===== src/rtl/ili9341_init_seq.sv =====
// ILI9341 power-up sequencer: panel reset handshake, then command ROM walk.
// Optional watchdog on the reset and byte handshakes: define ILI_INIT_WDOG_EN.
module ili9341_init_seq #(
    parameter int DELAY_UNIT_CYCLES = 100_000,
    parameter int ROM_DEPTH = 16
`ifdef ILI_INIT_WDOG_EN
    ,
    parameter int WDOG_CYCLES = 40_000_000
`endif
) (
    input  logic       clk,
    input  logic       rst,
    input  logic       i_start,
    output logic       o_reset_ena,
    output logic       o_reset_val,
    input  logic       i_reset_sent,
    output logic [7:0] o_byte,
    output logic       o_dc,
    output logic       o_byte_valid,
    input  logic       i_byte_ready,
    output logic       o_busy,
    output logic       o_init_done,
    output logic       o_error
);

    localparam logic [2:0] S_IDLE     = 3'd0;
    localparam logic [2:0] S_RST_REQ  = 3'd1;
    localparam logic [2:0] S_RST_WAIT = 3'd2;
    localparam logic [2:0] S_FETCH    = 3'd3;
    localparam logic [2:0] S_SEND     = 3'd4;
    localparam logic [2:0] S_DELAY    = 3'd5;
    localparam logic [2:0] S_DONE     = 3'd6;

    localparam logic [1:0] T_CMD = 2'b00;
    localparam logic [1:0] T_DAT = 2'b01;
    localparam logic [1:0] T_DLY = 2'b10;
    localparam logic [1:0] T_END = 2'b11;

    localparam int PW = (ROM_DEPTH > 1) ? $clog2(ROM_DEPTH) : 1;
    localparam int CW = (DELAY_UNIT_CYCLES > 1) ? $clog2(DELAY_UNIT_CYCLES) : 1;
    localparam logic [PW-1:0] PTR_MAX  = PW'(ROM_DEPTH - 1);
    localparam logic [CW-1:0] CYC_LAST = CW'(DELAY_UNIT_CYCLES - 1);

    logic [2:0]    state;
    logic [PW-1:0] ptr;
    logic [PW-1:0] ptr_inc;
    logic [CW-1:0] cyc;
    logic [7:0]    units;
    logic [9:0]    entry;
    logic          last_cyc;
    logic          start_ok;
    logic          wd_trip;

    function automatic logic [9:0] rom_at(input logic [PW-1:0] a);
        case (int'(a))
            0:       return {T_CMD, 8'h01};
            1:       return {T_DLY, 8'd5};
            2:       return {T_CMD, 8'h11};
            3:       return {T_DLY, 8'd120};
            4:       return {T_CMD, 8'h3A};
            5:       return {T_DAT, 8'h55};
            6:       return {T_CMD, 8'h36};
            7:       return {T_DAT, 8'h48};
            8:       return {T_CMD, 8'h29};
            9:       return {T_DLY, 8'd1};
            default: return {T_END, 8'h00};
        endcase
    endfunction

    assign entry    = rom_at(ptr);
    assign ptr_inc  = (ptr == PTR_MAX) ? ptr : ptr + 1'b1;
    assign last_cyc = (cyc == CYC_LAST);
    assign start_ok = i_start && (state == S_IDLE || state == S_DONE);

    assign o_reset_ena  = (state == S_RST_REQ);
    assign o_reset_val  = !(state == S_RST_REQ || state == S_RST_WAIT);
    assign o_byte_valid = (state == S_SEND);
    assign o_busy       = !(state == S_IDLE || state == S_DONE);
    assign o_init_done  = (state == S_DONE);

`ifdef ILI_INIT_WDOG_EN
    localparam int WW = $clog2(WDOG_CYCLES + 1);
    localparam logic [WW-1:0] WD_LAST = WW'(WDOG_CYCLES - 1);

    logic [WW-1:0] wd;
    logic          watched;
    logic          err;

    // Every watched state is entered from an unwatched one, so clearing
    // outside them restarts the count on each entry.
    assign watched = (state == S_RST_WAIT) || (state == S_SEND);
    assign wd_trip = watched && (wd == WD_LAST);
    assign o_error = err;

    always_ff @(posedge clk) begin
        if (rst) begin
            wd  <= '0;
            err <= 1'b0;
        end else begin
            if (!watched || wd_trip) wd <= '0;
            else wd <= wd + 1'b1;
            if (wd_trip) err <= 1'b1;
            else if (start_ok) err <= 1'b0;
        end
    end
`else
    assign wd_trip = 1'b0;
    assign o_error = 1'b0;
`endif

    always_ff @(posedge clk) begin
        if (rst) begin
            state  <= S_IDLE;
            ptr    <= '0;
            cyc    <= '0;
            units  <= '0;
            o_byte <= 8'h00;
            o_dc   <= 1'b0;
        end else if (wd_trip) begin
            state <= S_IDLE;
        end else begin
            case (state)
                S_IDLE, S_DONE: begin
                    if (i_start) begin
                        state <= S_RST_REQ;
                        ptr   <= '0;
                    end
                end
                S_RST_REQ: state <= S_RST_WAIT;
                S_RST_WAIT: begin
                    if (i_reset_sent) state <= S_FETCH;
                end
                S_FETCH: begin
                    unique case (entry[9:8])
                        T_CMD, T_DAT: begin
                            o_byte <= entry[7:0];
                            o_dc   <= entry[8];
                            state  <= S_SEND;
                        end
                        T_DLY: begin
                            units <= entry[7:0];
                            cyc   <= '0;
                            state <= S_DELAY;
                        end
                        T_END: state <= S_DONE;
                    endcase
                end
                S_SEND: begin
                    if (i_byte_ready) begin
                        ptr   <= ptr_inc;
                        state <= S_FETCH;
                    end
                end
                S_DELAY: begin
                    // A zero-length delay still occupies this state for one cycle.
                    if (units == 8'd0 || (units == 8'd1 && last_cyc)) begin
                        ptr   <= ptr_inc;
                        state <= S_FETCH;
                    end else if (last_cyc) begin
                        cyc   <= '0;
                        units <= units - 8'd1;
                    end else begin
                        cyc <= cyc + 1'b1;
                    end
                end
                default: state <= S_IDLE;
            endcase
        end
    end

endmodule


===== config.mk =====
export PLATFORM = sky130hd
export DESIGN_NAME = ili9341_init_seq
export DESIGN_NICKNAME = d
export VERILOG_FILES = /design/src/rtl/ili9341_init_seq.sv
export SDC_FILE = /design/constraint.sdc
export NUM_CORES = 1
export LEC_CHECK = 0
export CELL_PAD_IN_SITES_DETAIL_PLACEMENT = 2
export CELL_PAD_IN_SITES_GLOBAL_PLACEMENT = 2
export CORE_MARGIN = 3
export CORE_UTILIZATION = 34
export CTS_BUF_LIST = sky130_fd_sc_hd__clkbuf_8 sky130_fd_sc_hd__clkbuf_16
export DETAILED_ROUTE_END_ITERATION = 10
export GPL_ROUTABILITY_DRIVEN = 0
export PLACE_DENSITY = 0.88
export SLEW_MARGIN = 20
export SYNTH_ARGS = -nofsm -noshare
export SYNTH_HDL_FRONTEND = slang
export SYNTH_SLANG_ARGS = --single-unit

===== constraint.sdc =====
create_clock -name clk -period 3.65 [get_ports clk]
set_input_delay 0.9125 -clock clk [delete_from_list [all_inputs] [get_ports clk]]
set_output_delay 0.9125 -clock clk [all_outputs]
set_load 0.1 [all_outputs]

# Word level (Yosys, flattened, before mapping)
# Memory sizes are Yosys's and may differ from the RTL's. A register that Yosys moved wholly into a read port is not among the register bits.
# Cells that the tools add are included.
[classes] add_sub_neg=3 eq_ne=19 n_mux=21 n_reduce_logical=18
[op_table] operator="$mux 17" count=3
[op_table] operator="$pmux 17 s2" count=1
[op_table] operator="$mux 4" count=6
[op_table] operator="$mux 8" count=3
[op_table] operator="$pmux 3 s6" count=1
[op_table] operator="$add 17x1->17 const B" count=1
[op_table] operator="$eq 17x17->1 const B" count=1
[op_table] operator="$pmux 8 s2" count=1
[op_table] operator="$mux 3" count=4
[op_table] operator="$ne 2x2->1 const B" count=6
[op_table] operator="$pmux 4 s3" count=1
[op_table] operator="$reduce_and 4->1" count=3
[op_table] operator="$eq 3x3->1 const B" count=3
[op_table] operator="$pmux 3 s3" count=1
[op_table] operator="$eq 8x1->1 const B" count=1
[op_table] operator="$logic_not 8->1" count=1
[op_table] operator="$sub 8x1->8 const B" count=1
[op_table] operator="$eq 3x2->1 const B" count=2
[op_table] operator="$add 4x1->4 const B" count=1
[op_table] operator="$eq 2x2->1 const B" count=2
[op_table] operator="$eq 4x4->1 const B" count=1
[op_table] operator="$reduce_or 2->1" count=2
[op_table] operator="$eq 3x1->1 const B" count=1
[op_table] operator="$logic_not 3->1" count=1
[op_table] operator="10 further kinds" count=13
[totals] ff_bits=41 rom_bits=144 input_bits=5 mem_count=1
[memory_table] name="(name not given)" words=16 width=9 rd=1 rd_ports_with_merged_regs=1 write_ports=0 line="55" text="case (int'(a))"

# Logic depth before layout (Yosys ltp)
# Gate-level depths: netlist of the first run.
[depth] depth_word=7 mapped_depth=12 mapped_depth_nobuf=10

# Worst setup path after synthesis of the first run
# No wires, ideal clock.
[synth_path] kind="register -> output" startpoint="reg state[0]" endpoint="out o_reset_ena" arrival_time_ns=2.884 required_ns=2.738 setup_slack_ns=-0.147 path_stages_with_launch=3 path_cell_list="dfxtp_1 -> clkbuf_1 -> nor3b_1"
[synth_via] elab_chain_len=1
[synth_rtl] item="start: declaration" line="44" text="logic [2:0] state;"
[synth_rtl] item="start signal: assignment" line="113" text="state <= S_IDLE;"
[synth_rtl] item="start signal: assignment" line="120" text="state <= S_IDLE;"
[synth_rtl] item="start signal: assignment" line="125" text="state <= S_RST_REQ;"
[synth_rtl] item="$eq 3x1->1" line="75" text="assign o_reset_ena = (state == S_RST_REQ);"
[synth_rtl] item="end: declaration" line="14" text="output logic o_reset_ena,"
# No other way between the ends.

# Worst setup path after layout of the first run
[layout_path] startpoint="reg cyc[15]" endpoint="reg entry[3] (netlist name)"
[layout_via] elab_chain_len=7
[layout_rtl] item="start: declaration" line="47" text="logic [CW-1:0] cyc;"
[layout_rtl] item="start signal: assignment" line="163" text="cyc <= cyc + 1'b1;"
[layout_rtl] item="$eq 17x17->1" line="72" text="assign last_cyc = (cyc == CYC_LAST);"
[layout_rtl] item="$logic_and 1x1->1" line="156" text="if (units == 8'd0 || (units == 8'd1 && last_cyc)) begin"
[layout_rtl] item="$logic_or 1x1->1" line="156"
[layout_rtl] item="$ne 2x2->1 (no source line)"
[layout_rtl] item="$reduce_and 4->1 (no source line)"
[layout_rtl] item="$mux 4 (no source line) (2 in a row)"
# No other way between the ends.
# A chain may end at the register's enable or synchronous reset.

==> out/qor.log, run 1 <==
INFO  status         outcome=finished, final reports clean
INFO  cells_and_area post_route_cells_drive_above_1_share=8.841%
INFO  critical_path  crit_family=simple AND/OR/NAND/NOR gates
INFO  hold_path      hold_class=flip-flop to flip-flop
INFO  detailed_routing drt-pass1-iter-count=4
INFO  critical_path  worst-endpoint-arrival=3.56ns
INFO  critical_path  worstSetupStartpointType=flip-flop
INFO  yosys          synth.largest_area_cell=sky130_fd_sc_hd__dfxtp_1
INFO  critical_path  critPathRequiredTime=3.85ns
INFO  yosys          ys_seq_elements=49
INFO  yosys          syn_inst=313
INFO  yosys          sequential_to_total_area_share_from_yosys_stat=38.97%
INFO  floorplanning  die_width=92.05um
INFO  clocking       cts.root.buffer_cell=sky130_fd_sc_hd__clkbuf_8
INFO  critical_path  timing.critical_path.buf_inv=1
INFO  detailed_routing vias=2,308
INFO  detailed_routing drt-wirelength-per-cell=17.57um
INFO  flow_run       timing.max_cap.violations=0
INFO  power_and_ir_drop cellPowerDensity=369.3nW/um^2
INFO  cells_and_area num_antenna_cells=0
INFO  sta            worst_clock_skew=0.01100ns
INFO  yosys          synthTopCellsByCount=sky130_fd_sc_hd__dfxtp_1, sky130_fd_sc_hd__nand2_1, sky130_fd_sc_hd__nor2_1, sky130_fd_sc_hd__a21oi_1, sky130_fd_sc_hd__o21ai_0
INFO  clocking       clk-insertion-delay-late=0.32ns
INFO  critical_path  criticalPathCategory=flip-flop to flip-flop
INFO  global_routing number_of_antenna_violations_at_the_first_check_in_global_routing=0
INFO  sta            final-hold-violation-count=0
INFO  sta            setup_repair_after_global_routing_missed_its_margin=false
INFO  floorplanning  core_area=6982um^2
INFO  global_routing grt_first_pass_wirelength=12,590um
INFO  floorplanning  design.portCount=20
INFO  critical_path  cp-end-kind=flip-flop
INFO  yosys          synth_top_area_share=38.97%
INFO  sta            max_freq=297.6MHz
INFO  clocking       clock_tree_from_tritoncts=yes
INFO  clocking       worst_setup_hold_path_clk_slew=0.11ns
INFO  global_routing vias_in_the_first_global_route=2,464
INFO  yosys          post-synth-top-count-cell=sky130_fd_sc_hd__dfxtp_1
INFO  cells_and_area areaGrowthSynthToFinish=13.47%
INFO  floorplanning  core.rowCount=30
INFO  detailed_routing drt_first_iter_violations=88
INFO  yosys          ys.flop_type=sky130_fd_sc_hd__dfxtp_1
INFO  sta            timing_worst_slew_pin_value=0.9821ns
INFO  yosys          synth_async_sr_flop_share=0%
INFO  power_and_ir_drop p_leak=0.001021uW
INFO  yosys          synth_top_cells_by_area=sky130_fd_sc_hd__dfxtp_1, sky130_fd_sc_hd__a21oi_1, sky130_fd_sc_hd__nand2_1
INFO  critical_path  path_cells=or4bb_1 > or4_1 > o21ai_2 > nand3_1 > a21oi_1 > inv_1 > ha_1 > mux2i_1 > o22ai_1
INFO  clocking       cts.hold.buffers_added=0
INFO  global_routing grt_overflow_total=0
INFO  power_and_ir_drop max_vdd_drop=0.1323mV
INFO  critical_path  max_stage_delay=0.65ns
INFO  yosys          synth-edff-count=0
INFO  yosys          post_synth.cell_area_avg=8.043um^2
INFO  clocking       cts_num_sinks=49
INFO  cells_and_area nets=341
INFO  detailed_routing route.final.wire_length=7450um
INFO  floorplanning  initial_core_util=36.06%
INFO  floorplanning  die_area=8472um^2
INFO  placement      numPortBuffers=17
INFO  sta            layout_worst_path_cycle_share=92.06%
INFO  global_routing largest_net_degree_at_the_start_of_global_routing=17
INFO  clocking       cts-buffers-inserted=5
INFO  sta            final-max-slew-violation-count=0
INFO  clocking       post-cts-setup-buffers=0
INFO  floorplanning  die_height=92.05um
INFO  sta            final-setup-viol-count=0
INFO  clocking       htreeDepth=2
INFO  detailed_routing vias_per_inst=5.443
INFO  placement      dp_hpwl=5563um
INFO  global_routing grt_use_total=18.35%
INFO  power_and_ir_drop report.power.total=1055uW
INFO  sta            fin_crit=3.360ns
INFO  clocking       max-clock-path-buffers=2
INFO  yosys          synth.cell_area=2517um^2
INFO  critical_path  slowest_stage=sky130_fd_sc_hd__or4_1
INFO  yosys          synth.yosys.warnings=0
INFO  sta            fin_tns_setup=0ns
INFO  detailed_routing post-route-drc-count=0
INFO  critical_path  critical_path_peak_fanout=7
INFO  clocking       post_cts.resized_instances=0
INFO  yosys          synthDistinctLibCells=51
INFO  detailed_routing ant_nets=0
INFO  sta            slew_headroom=34.32%
[layout by cell type (no fill, tap or decap), types with 3 or more instances in the layout]
cell type	count
sky130_fd_sc_hd__a21oi_1	29
sky130_fd_sc_hd__nand2b_1	5
sky130_fd_sc_hd__nor2_1	33
sky130_fd_sc_hd__clkbuf_8	5
sky130_fd_sc_hd__nand3_1	10
sky130_fd_sc_hd__or3_1	4
sky130_fd_sc_hd__dfxtp_1	49
sky130_fd_sc_hd__buf_4	13
sky130_fd_sc_hd__xnor2_1	4
sky130_fd_sc_hd__and2_1	3
sky130_fd_sc_hd__clkdlybuf4s50_1	12
sky130_fd_sc_hd__o21ai_0	20
sky130_fd_sc_hd__o22ai_1	5
sky130_fd_sc_hd__nor3b_1	4
sky130_fd_sc_hd__inv_1	11
sky130_fd_sc_hd__clkinvlp_4	3
sky130_fd_sc_hd__nor3_1	11
sky130_fd_sc_hd__ha_1	9
sky130_fd_sc_hd__mux2i_1	4
sky130_fd_sc_hd__a31oi_1	5
sky130_fd_sc_hd__nand2_1	33
sky130_fd_sc_hd__a211oi_1	4
sky130_fd_sc_hd__nand4_1	6
sky130_fd_sc_hd__xor2_1	11
[worst min-delay path: stages, from the launching register on]
cell and delay [ns]:
sky130_fd_sc_hd__dfxtp_1 0.33, sky130_fd_sc_hd__nand2_1 0.06, sky130_fd_sc_hd__a21oi_1 0.05
[cell families (layout without fill, tap and decap cells)]
group | count (synthesis) | in the layout | share of synthesized area [%]
compound gates | 78 | 78 | 18.94
xor+xnor | 15 | 15 | 5.218
fa+ha+maj | 9 | 9 | 4.473
buf+inv | 31 | 45 | 5.715
flops | 49 | 49 | 38.97
mux | 4 | 4 | 1.591
other cells | 1 | 2 | 0.1490
simple gates | 126 | 126 | 24.95
[path summary, 6_finish.rpt]
path              slack [ns]  depth (start not counted)                endpoint                  from
setup reg to reg        0.29                          9        entry[3]$_DFF_P_  cyc[15]$_SDFFE_PP0P_
hold / removal          0.48                          2  o_byte[0]$_SDFFE_PP0P_      entry[0]$_DFF_P_
hold reg to reg         0.48                          2  o_byte[0]$_SDFFE_PP0P_      entry[0]$_DFF_P_
setup / recovery        0.29                          9        entry[3]$_DFF_P_  cyc[15]$_SDFFE_PP0P_
[metrics by stage]
stage | utilization (%) | cells | area [um^2] | hold WS (ns) | setup slack [ns]
floorplan | - | 314 | 2526 | 0.4320 | 0.7341
CTS | 40.91 | 424 | 2856 | 0.4832 | 0.3086
detailed placement | 39.61 | 416 | 2765 | 0.4740 | 0.1798
finish | 40.91 | 424 | 2856 | 0.4812 | 0.2898
global placement | 39.61 | 416 | 2765 | 0.4492 | 0.3485
global route | 40.91 | 424 | 2856 | 0.5042 | 0.03033
[cell type report]
class                   count  area, um^2
clock inverters             3       22.52
repair buffers             25       217.7
flip-flops and latches     49       980.9
inverters                  12       45.04
multi-input cells         234        1401
well taps                  96       120.1
clock buffers               5       68.82
fillers                   827        4125
[sequential cells by signal, summed over array words and instances, names as in the netlist]
signal,flops
entry,9
o_dc,1
units,8
ptr,4
cyc,17
state,3
o_byte,7
[power breakdown]
group / internal (uW) / switching [uW]
registers: 539 / 15.8
clock network: 135 / 206
logic: 39.9 / 119
[layer usage]
metal / vias up / wire length (um) / global-route usage, %
li1: 1121 / - / -
met1: 1158 / 3363 / 23.28
met2: 23 / 3848 / 32.91
met3: 6 / 158 / 2.461
met4: 0 / 80 / 4.084
met5: - / 0 / 0
(Power assumes the default switching activity.)
==> run 2: changes to the inputs <==
--- a/config.mk
+++ b/config.mk
@@ -12,7 +12,7 @@
 export CTS_BUF_LIST = sky130_fd_sc_hd__clkbuf_8 sky130_fd_sc_hd__clkbuf_16
 export DETAILED_ROUTE_END_ITERATION = 10
 export GPL_ROUTABILITY_DRIVEN = 0
-export PLACE_DENSITY = 0.88
+export PLACE_DENSITY = 0.77
 export SLEW_MARGIN = 20
 export SYNTH_ARGS = -nofsm -noshare
 export SYNTH_HDL_FRONTEND = slang
==> run 2 against run 1 <==
  * Register-to-register slack worse by 0.04 ns
  * Combinational power about the same
  * Die area unchanged
  * Flip-flop and latch count unchanged
  * Critical path depth unchanged
  * Clock skew is 0.0030 ns lower
  * Hold slack lost 0.0064 ns
  * Count of clock-buffer cells in the layout unchanged
  * Final cell count is the same
  * Sequential power hardly changed
  * Via count decreased by 3.2%
  * First-iteration DRC count rose by 4.5%
  * Critical path type unchanged
  * Largest power group unchanged
==> out/qor.log, run 2 (synthesized netlist as in run 1, its figures left out) <==
INFO  sta            timing_worst_slew_pin_value=0.9733ns [was 0.9821 ns]
INFO  cells_and_area post-route-util=41.27% [was 40.91%]
INFO  clocking       cts.root.buffer_cell=sky130_fd_sc_hd__clkbuf_8 [unchanged]
INFO  power_and_ir_drop cellPowerDensity=389.5nW/um^2 [was 369.3 nW/um^2]
INFO  placement      numPortBuffers=17 [unchanged]
INFO  hold_path      hold_sp=entry[1]$_SDFF_PP0_ [was entry[0]$_DFF_P_]
INFO  cells_and_area areaGrowthSynthToFinish=14.46% [was 13.47%]
INFO  hold_path      holdPathStages=2 [unchanged]
INFO  floorplanning  initial_core_util=36.06% [unchanged]
INFO  floorplanning  die_height=92.05um [unchanged]
INFO  critical_path  crit_family=simple AND/OR/NAND/NOR gates [unchanged]
INFO  placement      dpl.cell_count=416 [unchanged]
INFO  floorplanning  core_area=6982um^2 [unchanged]
INFO  clocking       clock_tree_from_tritoncts=yes [unchanged]
INFO  sta            final-setup-viol-count=0 [unchanged]
INFO  critical_path  rr_startpoint=cyc[15]$_SDFFE_PP0P_ [unchanged]
INFO  hold_path      min_delay_worst_endpoint=o_byte[1]$_SDFFE_PP0P_ [was o_byte[0]$_SDFFE_PP0P_]
INFO  cells_and_area num_antenna_cells=0 [unchanged]
INFO  sta            max_freq=294.2MHz [was 297.6 MHz]
INFO  power_and_ir_drop report.power.total=1122uW [was 1055 uW]
INFO  global_routing grt_use_total=18.25% [was 18.35%]
INFO  global_routing grt_first_pass_wirelength=12,340um [was 12,590 um]
INFO  sta            fin_tns_setup=0ns [unchanged]
INFO  critical_path  critical_path_peak_fanout=11 [was 7]
INFO  global_routing vias_in_the_first_global_route=2,420 [was 2,464]
INFO  clocking       htreeDepth=2 [unchanged]
INFO  global_routing top_usage_layer=met2 [unchanged]
INFO  global_routing number_of_antenna_violations_at_the_first_check_in_global_routing=0 [unchanged]
INFO  sta            fin_crit=3.399ns [was 3.360 ns]
INFO  critical_path  worstRegToRegCells=9 [unchanged]
INFO  clocking       cts-buffers-inserted=5 [unchanged]
INFO  sta            layout_worst_path_cycle_share=93.14% [was 92.06%]
INFO  clocking       worst_setup_hold_path_clk_slew=0.10ns [was 0.11 ns]
INFO  floorplanning  core.rowCount=30 [unchanged]
INFO  detailed_routing vias=2,235 [was 2,308]
INFO  critical_path  slowest_stage=sky130_fd_sc_hd__or4_1 [unchanged]
INFO  global_routing groute.layer.met3.usage=3.281% [was 2.461%]
INFO  cells_and_area finish.cell_count_without_fillers=424 [unchanged]
INFO  detailed_routing ant_nets=0 [unchanged]
INFO  critical_path  critical_path.reg2reg.endpoint=entry[3]$_DFF_P_ [unchanged]
INFO  clocking       cts_num_sinks=49 [unchanged]
INFO  sta            final-max-slew-violation-count=0 [unchanged]
INFO  detailed_routing vias_per_inst=5.271 [was 5.443]
INFO  critical_path  flop2flop_setup_slack=0.25ns [was 0.29 ns]
INFO  power_and_ir_drop max_vdd_drop=0.2218mV [was 0.1323 mV]
INFO  clocking       max-clock-path-buffers=2 [unchanged]
INFO  critical_path  path_cells=or4bb_1 > or4_1 > o21ai_2 > and2_1 > a32o_1 > inv_1 > ha_1 > mux2i_1 > o22ai_1 [was or4bb_1 > or4_1 > o21ai_2 > nand3_1 > a21oi_1 > inv_1 > ha_1 > mux2i_1 > o22ai_1]
INFO  detailed_routing post-route-drc-count=0 [unchanged]
INFO  cells_and_area most_flops_register=cyc [unchanged]
INFO  placement      dp_hpwl=5353um [was 5563 um]
INFO  critical_path  timing.critical_path.buf_inv=1 [unchanged]
INFO  sta            worst_clock_skew=0.007973ns [was 0.01100 ns]
INFO  sta            setup_repair_after_global_routing_missed_its_margin=false [unchanged]
INFO  cells_and_area largest_register_ff_count=17 [unchanged]
INFO  cells_and_area post_route_cells_drive_above_1_share=9.451% [was 8.841%]
INFO  critical_path  critPathRequiredTime=3.84ns [was 3.85 ns]
INFO  sta            final-hold-violation-count=0 [unchanged]
INFO  critical_path  max_stage_delay=0.61ns [was 0.65 ns]
INFO  hold_path      hold_class=flip-flop to flip-flop [unchanged]
INFO  global_routing grt_overflow_total=0 [unchanged]
INFO  global_routing grt.met1_usage=23.95% [was 23.28%]
INFO  global_routing largest_net_degree_at_the_start_of_global_routing=19 [was 17]
INFO  floorplanning  design.portCount=20 [unchanged]
INFO  critical_path  cp-end-kind=flip-flop [unchanged]
INFO  global_routing global_route.usage.met2=30.29% [was 32.91%]
INFO  detailed_routing route.final.wire_length=7316um [was 7450 um]
INFO  detailed_routing drt-pass1-iter-count=4 [unchanged]
INFO  critical_path  worst-endpoint-arrival=3.59ns [was 3.56 ns]
INFO  cells_and_area layout.cells.most_common=sky130_fd_sc_hd__dfxtp_1 [unchanged]
INFO  detailed_routing drt_first_iter_violations=92 [was 88]
INFO  detailed_routing drt-wirelength-per-cell=17.25um [was 17.57 um]
INFO  clocking       clk-insertion-delay-late=0.31ns [was 0.32 ns]
INFO  status         outcome=finished, final reports clean [unchanged]
INFO  cells_and_area nets=341 [unchanged]
INFO  critical_path  worstSetupStartpointType=flip-flop [unchanged]
INFO  floorplanning  die_width=92.05um [unchanged]
INFO  power_and_ir_drop p_leak=0.001043uW [was 0.001021 uW]
INFO  sta            slew_headroom=34.91% [was 34.32%]
INFO  critical_path  criticalPathCategory=flip-flop to flip-flop [unchanged]
INFO  cells_and_area nFillCells=807 [was 827]
INFO  floorplanning  die_area=8472um^2 [unchanged]
INFO  cells_and_area layout.cells.most_common_list=sky130_fd_sc_hd__dfxtp_1, sky130_fd_sc_hd__nor2_1, sky130_fd_sc_hd__nand2_1, sky130_fd_sc_hd__a21oi_1, sky130_fd_sc_hd__o21ai_0 [unchanged]
INFO  flow_run       timing.max_cap.violations=0 [unchanged]
INFO  clocking       post-cts-setup-buffers=0 [unchanged]
==> run 2: worst reg2reg max path: cells and delay by family, from the launching register on <==
family / cells / cell delay, ns
simple gates: 3 / 1.42
compound gates: 3 / 0.87
flops: 1 / 0.41
mux: 1 / 0.25
fa+ha+maj: 1 / 0.21
buf+inv: 1 / 0.12
==> run 2: cell type report <==
cell class / count / area (um^2) / share of cell area [%]
inverter: 12 / 45.04 / 1.563
timing repair buffer: 25 / 215.2 / 7.469
clock inverter: 3 / 46.29 / 1.607
multi-input combinational: 234 / 1405 / 48.76
sequential: 49 / 980.9 / 34.04
clock buffer: 5 / 68.82 / 2.388
tap: 96 / 120.1 / 4.168
==> run 2: routing by layer <==
metal  vias to the layer above  part of all wire (%)
met5                         -                     0
met2                        12                    48
met4                         0                   1.6
met3                         9                   1.5
li1                       1125                     -
met1                      1089                    49
==> run 2: where the power goes <==
part,leakage [uW],internal (uW),switching [uW]
logic,0.000593,41.5,121
clock network,0.0000543,205,201
registers,0.000395,539,14.9
total,0.00104,786,337
==> run 2: worst max path at each step <==
stage	from	slack (ns)	end	cells after the start
2_1_floorplan	state[1]$_SDFFE_PP0P_	0.73	o_byte_valid	3
3_3_place_gp	cyc[15]$_SDFFE_PP0P_	0.43	entry[3]$_DFF_P_	9
3_5_place_dp	cyc[6]$_SDFFE_PP0P_	0.25	entry[3]$_DFF_P_	9
4_1_cts	cyc[15]$_SDFFE_PP0P_	0.18	entry[3]$_DFF_P_	9
5_1_grt	cyc[15]$_SDFFE_PP0P_	0.03	entry[3]$_DFF_P_	9
6_report	cyc[15]$_SDFFE_PP0P_	0.25	entry[3]$_DFF_P_	9
==> run 2: stage by stage <==
step / instance area (um^2) / setup WS [ns] / hold WS, ns
2_1_floorplan: 2526 / 0.7341 / 0.4320
3_3_place_gp: 2763 / 0.4311 / 0.4555
3_5_place_dp: 2763 / 0.2518 / 0.4594
4_1_cts: 2878 / 0.1760 / 0.4864
5_1_grt: 2882 / 0.02562 / 0.5136
6_report: 2882 / 0.2505 / 0.4748
==> run 2: what timing repair did <==
action,4_1_cts,5_1_grt
hold buffers,0,0
gates resized for setup,0,1
setup endpoints to repair,0,2
==> edit 1, RTL diff (config.mk and constraints of run 2) <==
Change the parameter `DELAY_UNIT_CYCLES` from 100_000 to 200_000.
--- a/src/rtl/ili9341_init_seq.sv
+++ b/src/rtl/ili9341_init_seq.sv
@@ -3,3 +3,3 @@
 module ili9341_init_seq #(
-    parameter int DELAY_UNIT_CYCLES = 100_000,
+    parameter int DELAY_UNIT_CYCLES = 200_000,
     parameter int ROM_DEPTH = 16
Formal check against the unedited RTL: same outputs for any inputs over 10 cycles, from zero or initial values and one cycle with rst high; that may be too few to reach the edited logic, so the function may still have changed.
==> edit 1 against run 2 <==
Maximum frequency is 11% higher. Wire length is 9.1% higher. Hold slack better by 1.3 ps. Synthesized cell count is 8.0% higher. Worst setup slack better by 340 ps. Cell area is 8.4% higher. Power is 2.2% lower. Sequential cell count is 1 higher. Synthesized area is 9.2% higher. Clock skew is 2.4 ps lower. Register-to-register slack better by 360 ps. Largest cell class unchanged. Sequential share of layout area is 2.0 points lower. Critical path depth is 1 higher.
==> edit 1: results <==
set metrics [dict create \
    worstReg2RegEnd "entry[9]" \
    post_cts_buffers 0 \
    clk_root_buffer_cell "sky130_fd_sc_hd__clkbuf_8" \
    holdCritPathClass "reg -> reg" \
    grt_util_all_layers_pct 18.7 \
    drive_above_1_share_pct 9.86 \
    wl_um 7980 \
    worstPathMaxFanout 8 \
    synth_top_cells_by_area "sky130_fd_sc_hd__dfxtp_1 (36%), sky130_fd_sc_hd__a21oi_1 (5.5%), sky130_fd_sc_hd__o21ai_0 (4.9%)" \
    critPathTopFamily "compound AO/OA/AOI/OAI gates" \
    synth_xor_xnor_area_share_pct 3.82 \
    cts_resized 0 \
    final_report_hold_violation_count 0 \
    hold_path.startpoint "entry[0]" \
    cell_with_the_largest_stage_delay_on_the_worst_path "sky130_fd_sc_hd__clkdlybuf4s50_1" \
    worst-r2r-cell-count 9 \
    first_global_vias 2680 \
    post_synth_most_frequent_cells "sky130_fd_sc_hd__dfxtp_1 (50), sky130_fd_sc_hd__a21oi_1 (30), sky130_fd_sc_hd__nand2_1 (29)" \
    portBuffers 17 \
    number_of_flip_flops_under_the_largest_register_name 18 \
    slew_headroom_pct 33.6 \
    area_fraction_in_compound_gates_after_synthesis_pct 22.6 \
    dr_total_vias 2546 \
    final.setup_skew_ps 5.62 \
    yosysSeqAreaShare_pct 36.4 \
    worst_r2r_startpoint "units[2]" \
    place_hpwl_um 5950 \
    run_status "finished clean" \
    synth-async-reset-ratio_pct 0 \
    router_iterations_before_antenna_repair 4 \
    cts.reportedPaths.clkPinSlew_ps 110 \
    drt_iter0_markers 81 \
    postSynth.topFlopCell "sky130_fd_sc_hd__dfxtp_1" \
    global_route_wire_length_before_repair_um 13600 \
    top_register "cyc" \
    worst_hold_path.num_cells 2 \
    worst_skew_pair.late_latency_ps 310 \
    irDropWorstVdd_mv 0.244 \
    yosys_warnings 0 \
    yosys.area_share.adder_pct 4.10 \
    max_stage_delay_ps 500 \
    grt_start_max_net_pins 19 \
    static-leakage-power_nw 1.15 \
    diodes 0 \
    synth.mux.area_fraction_pct 1.50 \
    grt_antenna_before_repair 0 \
    cts.htree.levels 2 \
    cp.arrival_ps 3320 \
    cts_made_buffers 5 \
    hold_end "o_byte[0]" \
    netlist-cell-type-count 61 \
    cts_max_path_buffers 2 \
    route.antenna.remaining_nets 0 \
    regToRegSetupSlack_ps 610 \
    num-nets-final 368 \
]
edit 1: cell count changes in the layout (fill, tap and decap cells not counted), moves of 4 or more:
cell | before | now
sky130_fd_sc_hd__inv_1 | 11 | 18
sky130_fd_sc_hd__nand2_1 | 33 | 29
sky130_fd_sc_hd__nand3_1 | 10 | 16
sky130_fd_sc_hd__nor2_1 | 33 | 27
sky130_fd_sc_hd__o211ai_1 | 0 | 5
sky130_fd_sc_hd__o22ai_1 | 5 | 1
sky130_fd_sc_hd__nor3_1 | 11 | 6
sky130_fd_sc_hd__o31ai_1 | 0 | 5
sky130_fd_sc_hd__xor2_1 | 11 | 6
sky130_fd_sc_hd__o21ai_0 | 20 | 27
edit 1: power breakdown:
part / total [W] / switching (W) / internal (W)
Combinational: 0.000166 / 0.000121 / 0.0000450
Sequential: 0.000566 / 0.0000157 / 0.000550
Clock: 0.000366 / 0.000222 / 0.000144
Total: 0.00110 / 0.000359 / 0.000739
edit 1: final cells by class:
cell class / count / area, um2
Clock inverter: 3 / 28.8
Fill cell: 905 / 4640
Timing Repair Buffer: 27 / 233
Inverter: 18 / 67.6
Sequential cell: 50 / 1000
Tap cell: 102 / 128
Clock buffer: 5 / 68.8
Multi-Input combinational cell: 252 / 1600
edit 1: metrics by stage:
stage          hold WS, ps  utilization [%]  instance area [um2]  setup slack, ps  cells
6_report               476             40.2                 3120              594    457
5_1_grt                515             40.2                 3120              369    457
4_1_cts                483             40.2                 3120              597    457
3_5_place_dp           472             39.0                 3030              263    449
3_3_place_gp           461             39.0                 3030              410    449
2_1_floorplan          429                -                 2760              754    339
edit 1: how the worst max path moves through the flow:
stage / end / cells past startpoint / slack (ps) / from
after floorplan: o_byte_valid / 3 / 750 / state[1]
after global placement: entry[9] / 8 / 410 / i_byte_ready
after detailed placement: entry[9] / 10 / 260 / i_start
after CTS: entry[9] / 10 / 600 / i_start
after global routing: entry[4] / 8 / 370 / units[2]
final: entry[9] / 10 / 590 / i_start
edit 1: kinds of logic (layout without fill, tap and decap cells):
group	Yosys count	in the layout
other	1	2
and+or+nand+nor	128	128
adders and majority gates	9	9
AOI/OAI and AO/OA	97	97
xor gates and xnor gates	12	12
buffers and inverters	37	53
DFF	50	50
muxes	4	4
edit 1: per-layer routing:
layer	vias up	global-route usage, %	part of all wire [%]
li1	1244	-	-
met1	1281	25.0	48
met2	15	32.1	50
met3	6	2.58	1.4
met4	0	3.67	0.81
met5	-	0	0
==> edit 2, RTL diff (config.mk and constraints of run 2) <==
Without the edit above. The option `ILI_INIT_WDOG_EN` is turned on by a define.
--- a/src/rtl/ili9341_init_seq.sv
+++ b/src/rtl/ili9341_init_seq.sv
@@ -2,2 +2,4 @@
 // Optional watchdog on the reset and byte handshakes: define ILI_INIT_WDOG_EN.
+`define ILI_INIT_WDOG_EN
+
 module ili9341_init_seq #(
Formal check against the unedited RTL: no difference found for any inputs over 10 cycles, from zero or initial values and one cycle with rst high; that may be too few to reach the edited logic, so the function may still have changed.
==> edit 2 against run 2 <==
Cell area up 59%. Sequential power grew 52%. Synthesized cell count increased by 48%. Maximum frequency grew 1.7%. Synthesized area up 56%. Power up 83%. Sequential cell count is 27 higher. Worst setup slack better by 58 ps. Wire length rose by 47%. Count of clock-buffer cells in the layout is 6 higher. Largest cell class unchanged.
==> edit 2: results <==
set metrics [dict create \
    portBuffers 18 \
    irDropWorstVdd_mv 0.295 \
    detailroute.wirelength.met2_um 5380 \
    drt_iter0_markers 121 \
    met1_length_um 4950 \
    post_synth_most_frequent_cells "sky130_fd_sc_hd__dfxtp_1 (76), sky130_fd_sc_hd__nor2_1 (74), sky130_fd_sc_hd__nand2_1 (33)" \
    static-leakage-power_nw 1.64 \
    yosys.area_share.adder_pct 3.19 \
    met3WireLength_um 260 \
    drive_above_1_share_pct 10.2 \
    worst-r2r-cell-count 10 \
    mean_routed_wirelength_per_cell_um 17.1 \
    clk_root_buffer_cell "sky130_fd_sc_hd__clkbuf_16" \
    synth_xor_xnor_area_share_pct 8.70 \
    worst_hold_path.num_cells 1 \
    num-nets-final 499 \
    max_stage_delay_ps 580 \
    grt_util_all_layers_pct 18.2 \
    place_hpwl_um 7780 \
    run_status "finished clean" \
    combPwrFrac_pct 11.5 \
    global_route_wire_length_before_repair_um 18600 \
    cts.reportedPaths.clkPinSlew_ps 60 \
    startpoint_to_endpoint_class_of_the_critical_path "in -> reg" \
    cts.htree.levels 3 \
    cell_with_the_largest_stage_delay_on_the_worst_path "sky130_fd_sc_hd__clkdlybuf4s50_1" \
    hold_slack_ps 446 \
    detail_route.vias_per_cell 5.43 \
    area_fraction_in_compound_gates_after_synthesis_pct 13.4 \
    globalRouteMet3Util_pct 4.99 \
    worst_pin_slew_ps 978 \
    cts_made_buffers 9 \
    worst_r2r_startpoint "cyc[0]" \
    number_of_flip_flops_under_the_largest_register_name 26 \
    grt_util_met2_pct 31.4 \
    met1_track_utilization_from_global_routing_pct 22.3 \
]
-- edit 2: changes by cell type in the layout (fill, tap and decap cells not counted), moves of 5 or more --
| cell | run 2 | this run |
|---|---|---|
| sky130_fd_sc_hd__a21oi_1 | 28 | 18 |
| sky130_fd_sc_hd__and3_1 | 2 | 8 |
| sky130_fd_sc_hd__buf_4 | 14 | 19 |
| sky130_fd_sc_hd__clkbuf_16 | 0 | 9 |
| sky130_fd_sc_hd__dfxtp_1 | 49 | 76 |
| sky130_fd_sc_hd__inv_1 | 11 | 17 |
| sky130_fd_sc_hd__mux2i_1 | 4 | 13 |
| sky130_fd_sc_hd__nand3_1 | 10 | 20 |
| sky130_fd_sc_hd__nand4_1 | 6 | 20 |
| sky130_fd_sc_hd__nor2_1 | 33 | 74 |
| sky130_fd_sc_hd__nor2b_1 | 1 | 6 |
| sky130_fd_sc_hd__xnor2_1 | 4 | 16 |
| sky130_fd_sc_hd__xor2_1 | 11 | 23 |
-- edit 2: final cells by class --
cell class              instances  area (um2)  share of cell area [%]
clock inverters                 4        72.6                    1.58
flip-flops and latches         76        1520                    33.1
repair buffers                 31         263                    5.72
clock buffers                  11         253                    5.50
well taps                     140         175                    3.81
multi-input cells             349        2240                    48.9
inverters                      17        63.8                    1.39
-- edit 2: through the flow --
step / util [%] / power [W] / setup slack (ps) / area [um2] / cells
detailed placement: 38.5 / 0.00110 / 5.54 / 4270 / 613
floorplan: - / 0.00104 / 204 / 3940 / 464
global route: 41.5 / 0.00215 / 147 / 4590 / 628
global placement: 38.5 / 0.00109 / 126 / 4270 / 613
CTS: 41.5 / 0.00209 / 345 / 4590 / 628
finish: 41.5 / 0.00206 / 309 / 4590 / 628
